**src/rtl/wb_port_arbiter.sv**
```systemverilog
// Round-robin arbiter sharing one register-file write port among NUM_REQ writeback sources.
// Define WB_FORWARD_EN to add write-to-read forwarding onto the two register-file read ports.
module wb_port_arbiter #(
  parameter int unsigned NUM_REQ = 3,
  parameter int unsigned DATA_W  = 32,
  parameter int unsigned ADDR_W  = 5
) (
  input  logic                       clk,
  input  logic                       reset,
  input  logic [NUM_REQ-1:0]         req_valid,
  input  logic [NUM_REQ*ADDR_W-1:0]  req_addr,
  input  logic [NUM_REQ*DATA_W-1:0]  req_data,
  output logic [NUM_REQ-1:0]         req_ready,
  input  logic                       flush,
  output logic                       reg_wren,
  output logic [ADDR_W-1:0]          write_address,
  output logic [DATA_W-1:0]          write_data,
  output logic [2:0]                 grant_id,
`ifdef WB_FORWARD_EN
  input  logic [ADDR_W-1:0]          fwd_raddr1,
  input  logic [ADDR_W-1:0]          fwd_raddr2,
  input  logic [DATA_W-1:0]          fwd_rdata1_in,
  input  logic [DATA_W-1:0]          fwd_rdata2_in,
  output logic [DATA_W-1:0]          fwd_rdata1,
  output logic [DATA_W-1:0]          fwd_rdata2,
`endif
  output logic                       busy
);

  logic [2:0]        rr_ptr;
  logic [2:0]        win_idx;
  logic [2:0]        next_ptr;
  logic              found;
  logic [ADDR_W-1:0] win_addr;
  logic [DATA_W-1:0] win_data;
  logic [3:0]        valid_cnt;

  // Wrapping search split into two passes (rr_ptr..top, then 0..rr_ptr-1) so every index is constant.
  always_comb begin
    found   = 1'b0;
    win_idx = '0;
    if (!flush) begin
      for (int unsigned i = 0; i < NUM_REQ; i++) begin
        if (!found && req_valid[i] && (3'(i) >= rr_ptr)) begin
          found   = 1'b1;
          win_idx = 3'(i);
        end
      end
      for (int unsigned i = 0; i < NUM_REQ; i++) begin
        if (!found && req_valid[i] && (3'(i) < rr_ptr)) begin
          found   = 1'b1;
          win_idx = 3'(i);
        end
      end
    end
  end

  always_comb begin
    req_ready = '0;
    win_addr  = '0;
    win_data  = '0;
    for (int unsigned i = 0; i < NUM_REQ; i++) begin
      if (win_idx == 3'(i)) begin
        req_ready[i] = found;
        win_addr     = req_addr[i*ADDR_W +: ADDR_W];
        win_data     = req_data[i*DATA_W +: DATA_W];
      end
    end
  end

  always_comb begin
    next_ptr = (win_idx == 3'(NUM_REQ - 1)) ? '0 : win_idx + 3'd1;
  end

  always_comb begin
    valid_cnt = '0;
    for (int unsigned i = 0; i < NUM_REQ; i++) begin
      valid_cnt = valid_cnt + {3'b000, req_valid[i]};
    end
    busy = (|req_valid) & ~flush & (valid_cnt > 4'd1);
  end

  // found is already masked by flush, so a flushed cycle neither writes nor moves the pointer.
  always_ff @(posedge clk or posedge reset) begin
    if (reset) begin
      rr_ptr        <= '0;
      reg_wren      <= 1'b0;
      write_address <= '0;
      write_data    <= '0;
      grant_id      <= '0;
    end else if (found) begin
      rr_ptr        <= next_ptr;
      reg_wren      <= |win_addr;
      write_address <= win_addr;
      write_data    <= win_data;
      grant_id      <= win_idx;
    end else begin
      reg_wren      <= 1'b0;
    end
  end

`ifdef WB_FORWARD_EN
  always_comb begin
    fwd_rdata1 = (reg_wren && (write_address == fwd_raddr1) && (fwd_raddr1 != '0))
                 ? write_data : fwd_rdata1_in;
    fwd_rdata2 = (reg_wren && (write_address == fwd_raddr2) && (fwd_raddr2 != '0))
                 ? write_data : fwd_rdata2_in;
  end
`endif

endmodule

```
**config.mk**
```make
export PLATFORM = sky130hd
export DESIGN_NAME = wb_port_arbiter
export DESIGN_NICKNAME = d
export VERILOG_FILES = /design/src/rtl/wb_port_arbiter.sv
export SDC_FILE = /design/constraint.sdc
export NUM_CORES = 1
export LEC_CHECK = 0
export CAP_MARGIN = 20
export CORE_MARGIN = 5
export CORE_UTILIZATION = 37
export DETAILED_ROUTE_END_ITERATION = 10
export PLACE_DENSITY = 0.86
export SYNTH_ARGS = -nofsm -noshare
export SYNTH_HDL_FRONTEND = slang
export SYNTH_SLANG_ARGS = --single-unit
```
**constraint.sdc**
```tcl
create_clock -name clk -period 4.2 [get_ports clk]
set_clock_uncertainty 0.15 [all_clocks]
set_input_delay 0.84 -clock clk [delete_from_list [all_inputs] [get_ports clk]]
set_output_delay 0.84 -clock clk [all_outputs]
set_load 0.05 [all_outputs]
```
==> impl_metrics.tcl, run 1 <==
set metrics [dict create \
    die_h_um 88.0 \
    final-max-slew-violation-count 0 \
    fmax_mhz 273 \
    rr_worst_depth 5 \
    cts_resized 0 \
    route.antenna.remaining_nets 0 \
    die_w_um 88.0 \
    maxCapViolations 0 \
    avgSynthCellArea_um2 11.0 \
    setup_viol 0 \
    grt_pass1_vias 2505 \
    syn2layout_area_growth_pct 79.8 \
    drc 0 \
    drt_first_pass_iters 4 \
    peakVddDrop_mv 0.243 \
    use_met2_pct 37.3 \
    p_leak_nw 1.61 \
    portBuffers 160 \
    critPathMaxFanout 6 \
    fin_ws_ns 0.544 \
    cp_cell_sequence "clkdlybuf4s50_1, nor4bb_1, a2111oi_4, nor3b_1, buf_12" \
    fin_util_pct 68.3 \
    ys_types 32 \
    grt.busiest_layer "met2" \
    tightest_slew_ns 0.908 \
    start_kind "primary input" \
    die_area_um2 7740 \
    pre_cts_ws_ns 0.550 \
    grt_setup_unrepaired "false" \
    start_util_pct 38.0 \
    criticalPathCategory "primary input to output pin" \
    status "completed" \
    cp_slowest_stage_delay_ns 0.61 \
    syn_inst 205 \
    std_cell_rows 28 \
    total_power_mw 1.54 \
    antenna_found_initial 0 \
    relSlewSlack_pct 39.4 \
    endpoint_kind "output pin" \
    post_dp_cell_area_um2 3930 \
    post_cts_buffers 0 \
    arrival_ns 2.67 \
    drive_gt1_share_pct 6.59 \
    finalSetupTns_ns 0 \
    num-nets-final 481 \
    grt_max_degree 44 \
    wire_per_inst_um 18.6 \
    cts_tree "built" \
    antenna_cells 0 \
    finalCriticalPeriod_ns 3.66 \
    ys_ff_latch 43 \
    p_per_area_nw_per_um2 381 \
    ys_warn_count 0 \
    cts_num_sinks 43 \
    hold_class "flip-flop to flip-flop" \
    cp_num_buf_inv 2 \
    ioPinCount 162 \
    path_delay_family "simple AND/OR/NAND/NOR gates" \
    vias 2348 \
    netlist_area_um2 2250 \
    hold_viol_final 0 \
    numCtsBuffers 5 \
    required_ns 3.21 \
    place_inst 431 \
    cpMaxStageDelayCell "clkdlybuf4s50_1" \
    seq_area_frac_synth_pct 47.9 \
    holdWs_ns 0.331 \
    grtUsageTotal_pct 20.6 \
    drt_iter0_markers 66 \
    root_buffer "clkbuf_8" \
    core_um2 5920 \
    use_met1_pct 22.2 \
    synth_fp_nets 323 \
    fin_area_um2 4040 \
    cp.depth 5 \
    path_clk_slew_ns 0.08 \
    clk_latency_ns 0.29 \
    vias_per_cell 5.35 \
    holdPathStages 2 \
    grt_pass1_wl_mm 12.2 \
    htreeDepth 2 \
    postCtsHoldBufs 0 \
    fin_crit_sh_pct 87.1 \
    r2r_slack_ns 1.47 \
    dp_hpwl_mm 6.28 \
    grtUsageMet3_pct 7.34 \
    final_cells 439 \
    wl_mm 8.15 \
    gp_congestion 0.826 \
    grt.overflow.total 0 \
    cts_max_path_buffers 2 \
]
[final cells by class]
type,count,area [um2]
Multi-Input combinational cell,143,1080
Clock buffer,6,82.6
Inverter,4,15.0
Timing Repair Buffer,166,1660
Tap cell,75,93.8
Sequential cell,43,1080
Fill cell,485,1880
Clock inverter,2,35.0
[routing by layer]
metal | up-vias | share of wire, %
met5 | - | 0
met4 | 0 | 2.3
met3 | 16 | 8.9
met2 | 111 | 53
met1 | 1125 | 35
li1 | 1096 | -
[path summary, 6_finish.rpt]
check,startpoint,to
hold reg to reg,grant_id[1],grant_id[1]
setup reg to reg,rr_ptr[2],reg_wren
max in group asynchronous,reset,rr_ptr[0]
setup / recovery,req_valid[2],req_ready[0]
hold / removal,grant_id[1],grant_id[1]
min in group asynchronous,reset,write_data[18]
[state kept, by name (all words and copies together) (netlist names)]
register and flops:
write_data 32, grant_id 2, reg_wren 1, write_address 5, rr_ptr 3
[cells in the final DEF, fill, tap and decap left out, drive strengths merged]
cell	Yosys	layout
or3b	1	1
nor4bb	1	1
o31ai	1	1
a22oi	35	35
inv	4	4
a21o	3	3
nor3b	2	2
nand2	3	3
nand3b	1	1
clkbuf	10	6
mux2i	36	36
conb	1	1
clkdlybuf4s50	0	156
nor4b	1	1
a221oi	1	1
o21a	1	1
ha	1	1
o41ai	1	1
o32ai	1	1
a2111oi	1	1
a21oi	3	3
mux2	1	1
buf	5	10
o311ai	1	1
clkinv	0	1
nor2	5	5
bufinv	0	1
a31oi	1	1
or2	1	1
dfrtp	43	43
or4	3	3
o21ai	36	36
and2	1	1
[cell usage after synthesis]
library cell | n | area (um2)
dfrtp_1 | 43 | 1080
mux2i_1 | 36 | 360
o21ai_1 | 36 | 180
a22oi_1 | 35 | 263
clkbuf_1 | 10 | 37.5
nor2_1 | 5 | 18.8
buf_6 | 4 | 45.0
a21o_1 | 3 | 22.5
a21oi_1 | 3 | 15.0
inv_1 | 3 | 11.3
nand2_1 | 3 | 11.3
or4_1 | 3 | 22.5
nor3b_1 | 2 | 15.0
a2111oi_4 | 1 | 27.5
a221oi_1 | 1 | 8.76
a31oi_1 | 1 | 6.26
and2_1 | 1 | 6.26
buf_4 | 1 | 7.51
conb_1 | 1 | 3.75
ha_1 | 1 | 12.5
inv_2 | 1 | 3.75
mux2_2 | 1 | 11.3
nand3b_1 | 1 | 7.51
nor4b_1 | 1 | 8.76
nor4bb_1 | 1 | 10.0
o21a_1 | 1 | 7.51
o311ai_1 | 1 | 8.76
o31ai_1 | 1 | 7.51
o32ai_1 | 1 | 8.76
o41ai_1 | 1 | 8.76
or2_2 | 1 | 6.26
or3b_1 | 1 | 8.76
[cells by family after synthesis]
family | count (synthesis) | synth area share, %
flops | 43 | 47.9
mux | 37 | 16.5
simple gates | 19 | 5.12
buf+inv | 19 | 4.67
fa+ha+maj | 1 | 0.556
compound gates | 85 | 25.1
other cells | 1 | 0.167
[power by group]
group	leakage [nW]	switching, mW	total (mW)	internal [mW]
registers	0.521	0.0381	0.519	0.481
logic	1.02	0.402	0.688	0.286
clock network	0.0612	0.142	0.334	0.193
total	1.61	0.582	1.54	0.960
[worst reg2reg max path, delay by kind of cell, from the launching register on]
| family | cells | cell delay (ns) |
|---|---|---|
| AOI/OAI and AO/OA | 2 | 0.62 |
| DFF | 1 | 0.42 |
| buffers and inverters | 1 | 0.63 |
| muxes | 1 | 0.41 |
| and+or+nand+nor | 1 | 0.43 |
Power figures use the tool's default switching activity.
==> run 2, diff against run 1 <==
==> constraint.sdc (replaced) <==
create_clock -name clk -period 4.7 [get_ports clk]
set_clock_uncertainty 0.15 [all_clocks]
set_input_delay 0.94 -clock clk [delete_from_list [all_inputs] [get_ports clk]]
set_output_delay 0.94 -clock clk [all_outputs]
set_load 0.05 [all_outputs]
==> impl_metrics.tcl, run 2 (same netlist as run 1, synthesis figures left out) <==
set metrics [dict create \
    finalCriticalPeriod_ns 4.03 \
    fin_area_um2 4040 \
    top_regs "write_data: 32 flops, write_address: 5 flops, rr_ptr: 3 flops" \
    die_area_um2 7740 \
    maxCapViolations 0 \
    endpoint_kind "output pin" \
    cts_resized 0 \
    postCtsHoldBufs 0 \
    root_buffer "clkbuf_8" \
    die_h_um 88.0 \
    cp_slowest_stage_delay_ns 0.61 \
    path_clk_slew_ns 0.08 \
    criticalPathCategory "primary input to output pin" \
    wl_mm 7.94 \
    peakVddDrop_mv 0.225 \
    ioPinCount 162 \
    p_leak_nw 1.60 \
    cts_tree "built" \
    hold_viol_final 0 \
    grt_max_degree 44 \
    drive_gt1_share_pct 6.06 \
    layout_common_cells "157 x clkdlybuf4s50_1, 43 x dfrtp_1, 36 x mux2i_1, 35 x a22oi_1, 35 x o21ai_1" \
    critPathMaxFanout 42 \
    start_kind "primary input" \
    grtUsageTotal_pct 19.7 \
    cp_cell_sequence "clkdlybuf4s50_1, nor4bb_1, a2111oi_4, buf_4, buf_12" \
    std_cell_rows 28 \
    post_cts_buffers 0 \
    largest_reg_flops 32 \
    relSlewSlack_pct 39.9 \
    final-max-slew-violation-count 0 \
    route.antenna.remaining_nets 0 \
    core_um2 5920 \
    post_dp_cell_area_um2 3920 \
    antenna_found_initial 0 \
    vias_per_cell 5.35 \
    dp_hpwl_mm 6.13 \
    htreeDepth 2 \
    fin_util_pct 68.2 \
    status "completed" \
    arrival_ns 2.94 \
    layout_commonest_cell "clkdlybuf4s50_1" \
    required_ns 3.61 \
    cts_max_path_buffers 2 \
    grt_pass1_vias 2439 \
    num-nets-final 480 \
    grt.overflow.total 0 \
    syn2layout_area_growth_pct 79.6 \
    grt_pass1_wl_mm 11.8 \
    cpMaxStageDelayCell "buf_4" \
    fin_crit_sh_pct 85.7 \
    start_util_pct 38.0 \
    fmax_mhz 248 \
    tightest_slew_ns 0.901 \
    setup_viol 0 \
    drt_iter0_markers 92 \
    antenna_cells 0 \
    portBuffers 160 \
    drt_first_pass_iters 4 \
    grt_setup_unrepaired "false" \
    wire_per_inst_um 18.1 \
    finalSetupTns_ns 0 \
    cts_num_sinks 43 \
    gp_congestion 0.819 \
    numCtsBuffers 5 \
    hold_class "flip-flop to flip-flop" \
    clk_latency_ns 0.28 \
    vias 2344 \
    p_per_area_nw_per_um2 341 \
    top_register "write_data" \
    die_w_um 88.0 \
    drc 0 \
]
[run 2: area by class of cell]
cell class,count,area [um2]
Tap cell,75,93.8
Clock inverter,2,35.0
Timing Repair Buffer,165,1660
Sequential cell,43,1080
Inverter,4,15.0
Multi-Input combinational cell,143,1080
Fill cell,491,1880
Clock buffer,6,82.6
[run 2: worst paths after layout]
check | start | to | slack (ns) | depth (start not counted)
worst max-delay path | req_valid[2] | req_ready[1] | 0.67 | 5
worst min-delay path | grant_id[1] | grant_id[1] | 0.33 | 2
worst max register to register | rr_ptr[2] | reg_wren | 2.06 | 5
worst min register to register | grant_id[1] | grant_id[1] | 0.33 | 2
max in group asynchronous | reset | write_data[20] | 2.81 | 2
min in group asynchronous | reset | write_data[6] | 1.02 | 2
[run 2: through the flow]
stage	setup slack [ns]	hold WS, ns	instances	power [mW]
floorplan	0.903	0.346	205	0.819
global placement	0.774	0.310	430	1.08
detailed placement	0.686	0.316	430	1.09
CTS	0.686	0.337	438	1.39
global route	0.602	0.374	438	1.44
finish	0.674	0.329	438	1.38
[run 2: layer usage]
layer	share of wire, %	track usage [%]
met1	36	21.9
met2	52	35.7
met3	9.7	6.11
met4	2.1	6.00
met5	0	0
[run 2: power by group]
group,switching [mW],internal (mW),total [mW]
Combinational,0.358,0.255,0.613
Clock,0.125,0.172,0.297
Sequential,0.0372,0.430,0.467
Total,0.520,0.857,1.38
[run 2: worst max-delay path, delay by kind of cell]
kind                   cells  cell delay (ns)
buffers and inverters      3             1.37
AND/OR/NAND/NOR            1             0.21
AO/OA/AOI/OAI              1             0.35
